===== src/rtl/i2s_tx_if.sv =====
// rtl/i2s_tx_if.sv - sample strobe, control and I2S pin bundle for i2s_tx
interface i2s_tx_if;
  logic        iSampleValid;
  logic [15:0] iSample;
  logic        iMute;
  logic        iClrStatus;
  logic        oBclk;
  logic        oLrclk;
  logic        oSd;
  logic        oUnderrun;
  logic        oOverrun;

  modport master (
    output iSampleValid, iSample, iMute, iClrStatus,
    input  oBclk, oLrclk, oSd, oUnderrun, oOverrun
  );

  modport slave (
    input  iSampleValid, iSample, iMute, iClrStatus,
    output oBclk, oLrclk, oSd, oUnderrun, oOverrun
  );
endinterface


===== src/rtl/i2s_tx.sv =====
// rtl/i2s_tx.sv - I2S transmitter with one-frame pending buffer and sticky status
module i2s_tx #(
  parameter int CLK_DIV = 4,
  parameter bit MONO    = 1'b1
) (
  input  logic     iClk,
  input  logic     iRstN,
  i2s_tx_if.slave  bus
);

  localparam logic [7:0] DIV_LAST = 8'(CLK_DIV - 1);

  logic [7:0]  div_q, div_d;
  logic        bclk_q, bclk_d;
  logic        lrclk_q, lrclk_d;
  logic        sd_q, sd_d;
  logic [4:0]  n_q, n_d;
  logic [31:0] frame_q, frame_d;
  logic        shadow_q, shadow_d;
  logic [15:0] pend_l_q, pend_l_d;
  logic [15:0] pend_r_q, pend_r_d;
  logic        full_q, full_d;
  logic        ptr_q, ptr_d;
  logic        ur_q, ur_d;
  logic        ov_q, ov_d;

  logic        tc, fall, cap;
  logic [4:0]  bit_idx;

  assign tc      = (div_q == DIV_LAST);
  assign fall    = tc && bclk_q;
  assign n_d     = fall ? n_q + 5'd1 : n_q;
  assign cap     = fall && (n_q == 5'd0);
  // Slots 2..31 carry word bit 32-n, i.e. -n modulo 32.
  assign bit_idx = 5'd0 - n_d;

  always_comb begin
    logic set_ur;
    logic set_ov;
    div_d    = tc ? 8'd0 : div_q + 8'd1;
    bclk_d   = tc ? ~bclk_q : bclk_q;
    lrclk_d  = lrclk_q;
    sd_d     = sd_q;
    frame_d  = frame_q;
    shadow_d = shadow_q;
    pend_l_d = pend_l_q;
    pend_r_d = pend_r_q;
    full_d   = full_q;
    ptr_d    = ptr_q;
    set_ur   = 1'b0;
    set_ov   = 1'b0;

    if (cap) begin
      if (full_q) frame_d = {pend_l_q, pend_r_q};
      else        set_ur  = 1'b1;
      if (bus.iMute) frame_d = 32'd0;
      shadow_d = frame_d[0];
      full_d   = 1'b0;
      ptr_d    = 1'b0;
    end

    // full_d already reflects a same-cycle capture, so that case never overruns.
    if (bus.iSampleValid) begin
      if (MONO) begin
        set_ov   = full_d;
        pend_l_d = bus.iSample;
        pend_r_d = bus.iSample;
        full_d   = 1'b1;
      end else if (!ptr_d) begin
        set_ov   = full_d;
        pend_l_d = bus.iSample;
        ptr_d    = 1'b1;
      end else begin
        pend_r_d = bus.iSample;
        ptr_d    = 1'b0;
        full_d   = 1'b1;
      end
    end

    if (fall) begin
      lrclk_d = n_d[4];
      case (n_d)
        5'd0:    sd_d = shadow_q;
        5'd1:    sd_d = frame_d[31];
        default: sd_d = frame_q[bit_idx];
      endcase
    end

    ur_d = (ur_q && !bus.iClrStatus) || set_ur;
    ov_d = (ov_q && !bus.iClrStatus) || set_ov;
  end

  always_ff @(posedge iClk or negedge iRstN) begin
    if (!iRstN) begin
      div_q    <= 8'd0;
      bclk_q   <= 1'b0;
      lrclk_q  <= 1'b0;
      sd_q     <= 1'b0;
      n_q      <= 5'd0;
      frame_q  <= 32'd0;
      shadow_q <= 1'b0;
      pend_l_q <= 16'd0;
      pend_r_q <= 16'd0;
      full_q   <= 1'b0;
      ptr_q    <= 1'b0;
      ur_q     <= 1'b0;
      ov_q     <= 1'b0;
    end else begin
      div_q    <= div_d;
      bclk_q   <= bclk_d;
      lrclk_q  <= lrclk_d;
      sd_q     <= sd_d;
      n_q      <= n_d;
      frame_q  <= frame_d;
      shadow_q <= shadow_d;
      pend_l_q <= pend_l_d;
      pend_r_q <= pend_r_d;
      full_q   <= full_d;
      ptr_q    <= ptr_d;
      ur_q     <= ur_d;
      ov_q     <= ov_d;
    end
  end

  assign bus.oBclk     = bclk_q;
  assign bus.oLrclk    = lrclk_q;
  assign bus.oSd       = sd_q;
  assign bus.oUnderrun = ur_q;
  assign bus.oOverrun  = ov_q;

endmodule


===== src/flat_wrapper.sv =====
// flat-port wrapper written by rule: the top's interface ports become plain ports
module i2s_tx_flat 
#(
  parameter int CLK_DIV = 4,
  parameter bit MONO    = 1'b1
)
  (iClk, iRstN, bus_iSampleValid, bus_iSample, bus_iMute, bus_iClrStatus, bus_oBclk, bus_oLrclk, bus_oSd, bus_oUnderrun, bus_oOverrun);
  i2s_tx_if bus_i ();
  input  logic iClk;
  input  logic iRstN;
  input wire logic [$bits(bus_i.iSampleValid)-1:0] bus_iSampleValid;
  input wire logic [$bits(bus_i.iSample)-1:0] bus_iSample;
  input wire logic [$bits(bus_i.iMute)-1:0] bus_iMute;
  input wire logic [$bits(bus_i.iClrStatus)-1:0] bus_iClrStatus;
  output wire logic [$bits(bus_i.oBclk)-1:0] bus_oBclk;
  output wire logic [$bits(bus_i.oLrclk)-1:0] bus_oLrclk;
  output wire logic [$bits(bus_i.oSd)-1:0] bus_oSd;
  output wire logic [$bits(bus_i.oUnderrun)-1:0] bus_oUnderrun;
  output wire logic [$bits(bus_i.oOverrun)-1:0] bus_oOverrun;
  assign bus_i.iSampleValid = bus_iSampleValid;
  assign bus_i.iSample = bus_iSample;
  assign bus_i.iMute = bus_iMute;
  assign bus_i.iClrStatus = bus_iClrStatus;
  assign bus_oBclk = bus_i.oBclk;
  assign bus_oLrclk = bus_i.oLrclk;
  assign bus_oSd = bus_i.oSd;
  assign bus_oUnderrun = bus_i.oUnderrun;
  assign bus_oOverrun = bus_i.oOverrun;
  i2s_tx #(.CLK_DIV(CLK_DIV), .MONO(MONO)) u_core (.iClk(iClk), .iRstN(iRstN), .bus(bus_i));
endmodule

===== config.mk =====
export PLATFORM = sky130hd
export DESIGN_NAME = i2s_tx_flat
export DESIGN_NICKNAME = d
export VERILOG_FILES = /design/src/rtl/i2s_tx_if.sv /design/src/rtl/i2s_tx.sv /design/src/flat_wrapper.sv
export SDC_FILE = /design/constraint.sdc
export NUM_CORES = 1
export LEC_CHECK = 0
export CORE_UTILIZATION = 53
export CTS_CLUSTER_DIAMETER = 50
export CTS_CLUSTER_SIZE = 14
export DETAILED_ROUTE_END_ITERATION = 8
export PLACE_DENSITY = 0.73
export SLEW_MARGIN = 10
export SYNTH_ARGS = -nofsm -noshare
export SYNTH_HDL_FRONTEND = slang
export SYNTH_SLANG_ARGS = --single-unit

===== constraint.sdc =====
create_clock -name iClk -period 4.7 [get_ports iClk]
set_clock_uncertainty 0.05 [all_clocks]
set_input_delay 0.705 -clock iClk [delete_from_list [all_inputs] [get_ports iClk]]
set_output_delay 0.705 -clock iClk [all_outputs]
set_load 0.05 [all_outputs]

==> reports/metrics.yaml, run 1 <==
status: "completed"
pin_count: 26
gp_congestion: 0.893
ys_seq_elements: 53
cts_tree: "done"
grt_first_pass_wirelength_mm: 8.11
core_mm2: 0.00479
highest_layer: "met4"
clock.fmax_mhz: 277
setup_violations: 0
postCtsSetupBuffers: 0
async_flop_share: 1.00
cts_root_buf: "clkbuf_8"
fin_nets: 308
start_kind: "flop"
synth_top_area_frac: 0.497
syn_area_per_cell_um2: 10.3
clk_latency_ns: 0.30
grt_use_total: 0.198
met1Wirelength_mm: 2.34
holdWs_ns: 0.423
synth.net_count: 285
ir_worst_vdd_uv: 194
clk_pin_slew_ns: 0.10
routed-wl-met2_mm: 2.17
met3_length_um: 166
grt_max_degree: 54
synth_top_family_by_area: "simple AND/OR/NAND/NOR gates"
overflow: 0
yosysWarnings: 0
dieArea_mm2: 0.00533
synth.mux.area_fraction: 0.105
dieHeight_um: 73.0
layout-drive-gt1-share: 0.131
slew_headroom: 0.495
powerDensity_mw_per_mm2: 268
maxCapViolCount: 0
hold_violations: 0
tightestPinTransition_ns: 0.756
syn_area_mm2: 0.00267
antenna_found_initial: 0
crit_arrival_ns: 3.77
cts_max_level: 2
drc_errors: 0
clockBufferDepth: 2
grt_pass1_vias: 1765
post_cts_resized: 0
cp_max_fo: 14
path_class: "reg2reg"
avgRoutedWirePerCell_um: 13.5
wl_mm: 4.70
rows: 25
area_growth_pct: 14.5
drt-vias-per-instance: 5.41
hpwlAfterDp_mm: 3.49
synth_fa_ha_area_frac: 0.0281
numCtsBuffers: 5
ys.flop_type: "dfrtp_1"
ant_nets: 0
fin_crit_sh: 0.769
drtIter0Drc: 89
p_leak_nw: 1.39
cts-hold-fix-buffers: 0
endpoint_kind: "flop"
yosysSeqAreaShare: 0.497
yosysMostFrequentCell: "nand2_1"
clock_sinks: 53
synth-edff-count: 0
diodes: 0
synth_area_leaders: "dfrtp_1 (50%), nand2_1 (8.0%), mux2_2 (7.2%)"
worstPathRequired_ns: 4.85
tns_ns: 0
yosys.area_share.simple: 0.217
port_buffers: 25
synth_area_leader_cell: "dfrtp_1"
die_x_um: 73.0
synth_compound_area_frac: 0.0759
num_vias: 1887
synth-xor-area-share: 0.0455
synth_commonest_cells: "nand2_1 (57), dfrtp_1 (53), mux2_2 (17), nor2_1 (12), nand3_1 (11)"
start_util: 0.558
rsz0062_at_grt: "no"
netlist-cell-type-count: 50
drv_slew: 0
netlist_instances: 258
final.min_clock_period_ns: 3.62
drtPass1Iterations: 4
hold_class: "reg2reg"
-- stage by stage --
stage | cells | utilization | total power, mW | instance area [um^2] | setup slack (ns)
2_1_floorplan | 258 | - | 0.541 | 2670 | 1.49
3_3_place_gp | 341 | 0.620 | 0.576 | 2970 | 1.21
3_5_place_dp | 341 | 0.620 | 0.579 | 2970 | 1.10
4_1_cts | 349 | 0.639 | 0.831 | 3060 | 1.09
5_1_grt | 349 | 0.639 | 0.856 | 3060 | 0.817
6_report | 349 | 0.639 | 0.818 | 3060 | 1.08
-- per-layer routing --
layer | global-route usage | vias to the layer above
met4 | 0.0632 | 0
met3 | 0.0456 | 4
li1 | - | 941
met1 | 0.292 | 908
met5 | 0 | -
met2 | 0.292 | 34
-- flip-flops by register name, indices dropped and copies added (netlist names) --
register / count
u_core.shadow_q: 1
u_core.bus.oUnderrun: 1
u_core.bus.oLrclk: 1
u_core.full_q: 1
u_core.n_q: 5
u_core.frame_q: 17
u_core.bus.oOverrun: 1
u_core.bus.oBclk: 1
u_core.div_q: 8
u_core.pend_l_q: 16
u_core.bus.oSd: 1
-- critical path: stages (launching register included) --
cell and delay (ns):
dfrtp_1 0.47, nor4_4 0.50, nand4_4 0.34, xnor2_2 0.40, inv_1 0.08, ha_1 0.46
inv_1 0.21, or4_1 0.54, a31oi_1 0.18, mux2i_1 0.09, a31o_1 0.20
-- cells by family (layout without fill, tap and decap cells) --
| family | Yosys count | in the layout |
|---|---|---|
| fa+ha+maj | 6 | 6 |
| buf+inv | 21 | 45 |
| simple gates | 114 | 114 |
| flops | 53 | 53 |
| mux | 26 | 26 |
| compound gates | 25 | 25 |
| xor+xnor | 13 | 13 |
-- worst paths after layout --
path / startpoint / slack [ns] / endpoint / depth (start not counted)
setup / recovery: u_core.div_q[5]$_DFF_PN0_ / 1.08 / u_core.bus.oSd$_DFFE_PN0P_ / 10
hold / removal: u_core.frame_q[17]$_DFFE_PN0P_ / 0.42 / u_core.frame_q[17]$_DFFE_PN0P_ / 2
setup reg to reg: u_core.div_q[5]$_DFF_PN0_ / 1.08 / u_core.bus.oSd$_DFFE_PN0P_ / 10
hold reg to reg: u_core.frame_q[17]$_DFFE_PN0P_ / 0.42 / u_core.frame_q[17]$_DFFE_PN0P_ / 2
max in group asynchronous: iRstN / 3.71 / u_core.pend_l_q[12]$_DFFE_PN0P_ / 2
min in group asynchronous: iRstN / 0.45 / u_core.div_q[3]$_DFF_PN0_ / 2
-- final cells by class --
type,count,area (um^2)
fill,412,1730
timing repair buffer,27,260
clock buffer,6,72.6
multi-input combinational,184,1260
inverter,10,37.5
tap,67,83.8
clock inverter,2,15.0
sequential,53,1330
-- cells in the final DEF, fill, tap and decap left out, types with 4 or more instances in the layout --
cell,n
mux2i_1,9
clkbuf_8,5
o21ai_0,4
and3_1,4
and2_1,5
ha_1,6
a21oi_1,4
nor2_1,12
inv_1,9
clkdlybuf4s50_1,24
nand2_1,57
dfrtp_1,53
mux2_2,17
xnor2_1,10
nand3_1,11
nor3_1,5
-- where the power goes --
| group | internal, mW | switching [mW] | total (mW) |
|---|---|---|---|
| logic | 0.0384 | 0.0312 | 0.0696 |
| registers | 0.482 | 0.0161 | 0.498 |
| clock network | 0.105 | 0.145 | 0.250 |
Note: power is estimated with default switching activity, not from simulation.
==> run 2, diff against run 1 <==
- clock period: 4.7 -> 3.61 ns (I/O delays scaled with it)
==> run 2 against run 1 <==
- first-iteration DRC count shrank 17%
- sequential cell count is the same
- worst setup slack lost 0.72 ns
- register-to-register slack lost 0.72 ns
- critical path depth grew 3
- combinational power grew 31%
- sequential power grew 31%
- utilization grew 1.4 points
==> reports/metrics.yaml, run 2 (same netlist as run 1, synthesis figures left out) <==
r2r-start: "u_core.div_q[0]$_DFF_PN0_"
regArea_mm2: 0.00133  # unchanged
clk_latency_ns: 0.30  # about the same
multi_input_area_mm2: 0.00126  # +0.20%
cts_root_buf: "clkbuf_8"
hold_class: "in2async"
drv_slew: 0  # unchanged
rsz0062_at_grt: "no"
drtPass1Iterations: 4  # unchanged
grt_max_degree: 44  # -19%
clock_sinks: 53  # unchanged
timing.rr.end: "u_core.bus.oSd$_DFFE_PN0P_"
tns_ns: 0  # unchanged
final_cells: 353  # +1.1%
swShare: 0.220  # -0.0149
clock.fmax_mhz: 308  # +12%
top_register: "u_core.frame_q"
die_x_um: 73.0  # unchanged
pin_count: 26  # unchanged
crit_arrival_ns: 3.39  # -0.38 ns
rows: 25  # unchanged
p_leak_nw: 1.43  # +2.8%
power.internal_mw: 0.904  # +44%
maxCapViolCount: 0  # unchanged
drc_errors: 0  # unchanged
p_seq_frac: 0.561  # -0.048
crit_end: "u_core.bus.oSd$_DFFE_PN0P_"
final.min_clock_period_ns: 3.24  # -0.374 ns
tightestPinTransition_ns: 0.923  # +0.168 ns
layout-drive-gt1-share: 0.150  # +0.0191
endpoint_kind: "flop"
cp_max_fo: 8  # -6
overflow: 0  # unchanged
hpwlAfterDp_mm: 3.66  # +4.8%
p_clk_frac: 0.361  # +0.055
antenna_found_initial: 0  # unchanged
fin_crit_sh: 0.898  # +0.129
postCtsSetupBuffers: 0  # unchanged
final_common_cell: "nand2_1"
setup.worst_path.start: "u_core.div_q[0]$_DFF_PN0_"
start_util: 0.558  # unchanged
drtIter0Drc: 74  # -17%
wl_mm: 5.05  # +7.4%
status: "completed"
p_switching_mw: 0.255  # +33%
core_mm2: 0.00479  # unchanged
dieHeight_um: 73.0  # unchanged
slew_headroom: 0.385  # -0.110
mostFrequentLayoutCells: "nand2_1 (57), dfrtp_1 (53), clkdlybuf4s50_1 (24)"
ant_nets: 0  # unchanged
placed_cells: 345  # +1.2%
fin_nets: 312  # +1.3%
cts_max_level: 2  # unchanged
worstPathRequired_ns: 3.76  # -1.09 ns
path_class: "reg2reg"
worstRegToRegCells: 13  # +3
start_kind: "flop"
ir_worst_vdd_uv: 342  # +77%
cts_tree: "done"
numCtsBuffers: 5  # unchanged
largest_reg_flops: 17  # unchanged
clockBufferDepth: 2  # unchanged
setup_violations: 0  # unchanged
num_vias: 1949  # +3.3%
diodes: 0  # unchanged
avgRoutedWirePerCell_um: 14.3  # +6.2%
fin_ws_ns: 0.368  # -0.716 ns
power_frac_comb: 0.079  # -0.006
fillers: 388  # -5.8%
hold_violations: 0  # unchanged
port_buffers: 25  # unchanged
powerDensity_mw_per_mm2: 371  # +39%
dieArea_mm2: 0.00533  # unchanged
grt_pass1_vias: 1863  # +5.6%
clk_pin_slew_ns: 0.09  # about the same
drt-vias-per-instance: 5.52  # +2.1%
grt_first_pass_wirelength_mm: 8.59  # +6.0%
reg2reg_slack_ns: 0.37  # -0.72 ns
gp_congestion: 0.856  # -4.1%
largest_registers: "u_core.frame_q: 17 flops, u_core.pend_l_q: 16 flops, u_core.div_q: 8 flops"
post-place-ws_ns: 0.345  # -0.759 ns
area_growth_pct: 16.9
grt_use_total: 0.213  # +0.0150
## run 2: cell types whose count changed in the layout (fill, tap and decap cells not counted), sizes merged
cell / before / now
clkinvlp: 2 / 1
buf: 3 / 7
bufinv: 0 / 1
## run 2: worst max-delay path, stage by stage, from the launching register on
cell,delay (ns)
dfrtp_1,0.40
ha_2,0.29
and4bb_1,0.29
and2_1,0.32
nor2_1,0.07
a21oi_1,0.23
ha_1,0.24
and2_1,0.14
ha_1,0.26
mux2i_1,0.17
nor2_1,0.07
a2111oi_2,0.29
o41ai_1,0.14
a31o_1,0.19
## run 2: per-layer routing
layer / GRT usage / wire length, um
met5: 0 / 0
met1: 0.304 / 2430
met2: 0.323 / 2350
met4: 0.0828 / 132
met3: 0.0428 / 137
## run 2: what timing repair did
item | in CTS | in global routing
endpoints found under the setup margin | 0 | 1
hold buffers | 0 | 0
gates resized for setup | 0 | 1
## run 2: stage by stage
| stage | hold slack (ns) | utilization | instance area, um^2 | power, mW |
|---|---|---|---|---|
| 2_1_floorplan | 0.196 | - | 2670 | 0.704 |
| 3_3_place_gp | 0.403 | 0.627 | 3000 | 0.750 |
| 3_5_place_dp | 0.405 | 0.627 | 3000 | 0.754 |
| 4_1_cts | 0.348 | 0.652 | 3120 | 1.17 |
| 5_1_grt | 0.403 | 0.652 | 3120 | 1.21 |
| 6_report | 0.314 | 0.652 | 3120 | 1.16 |
## run 2: worst min path at each step
stage / end / slack [ns] / cells past startpoint
6_report: u_core.n_q[1]$_DFF_PN0_ / 0.31 / 1
5_1_grt: u_core.bus.oLrclk$_DFFE_PN0P_ / 0.40 / 1
4_1_cts: u_core.frame_q[31]$_DFF_PN0_ / 0.35 / 1
3_5_place_dp: u_core.frame_q[27]$_DFFE_PN0P_ / 0.40 / 2
3_3_place_gp: u_core.frame_q[19]$_DFFE_PN0P_ / 0.40 / 2
2_1_floorplan: u_core.bus.oBclk$_DFFE_PN0N_ / 0.20 / 0
## run 2: area by class of cell
class                           count  share of cell area
Clock buffer                        6              0.0265
Clock inverter                      2              0.0120
Timing Repair Buffer               31              0.0930
Sequential cell                    53               0.425
Multi-Input combinational cell    184               0.405
Tap cell                           67              0.0269
Inverter                           10              0.0120
## run 2: power groups by stage
| stage | sequential [mW] | clock (mW) | combinational [mW] |
|---|---|---|---|
| 2_1_floorplan | 0.660 | 0 | 0.0439 |
| 3_3_place_gp | 0.660 | 0 | 0.0899 |
| 3_5_place_dp | 0.661 | 0 | 0.0927 |
| 4_1_cts | 0.650 | 0.427 | 0.0932 |
| 5_1_grt | 0.654 | 0.453 | 0.102 |
| 6_report | 0.650 | 0.418 | 0.0910 |
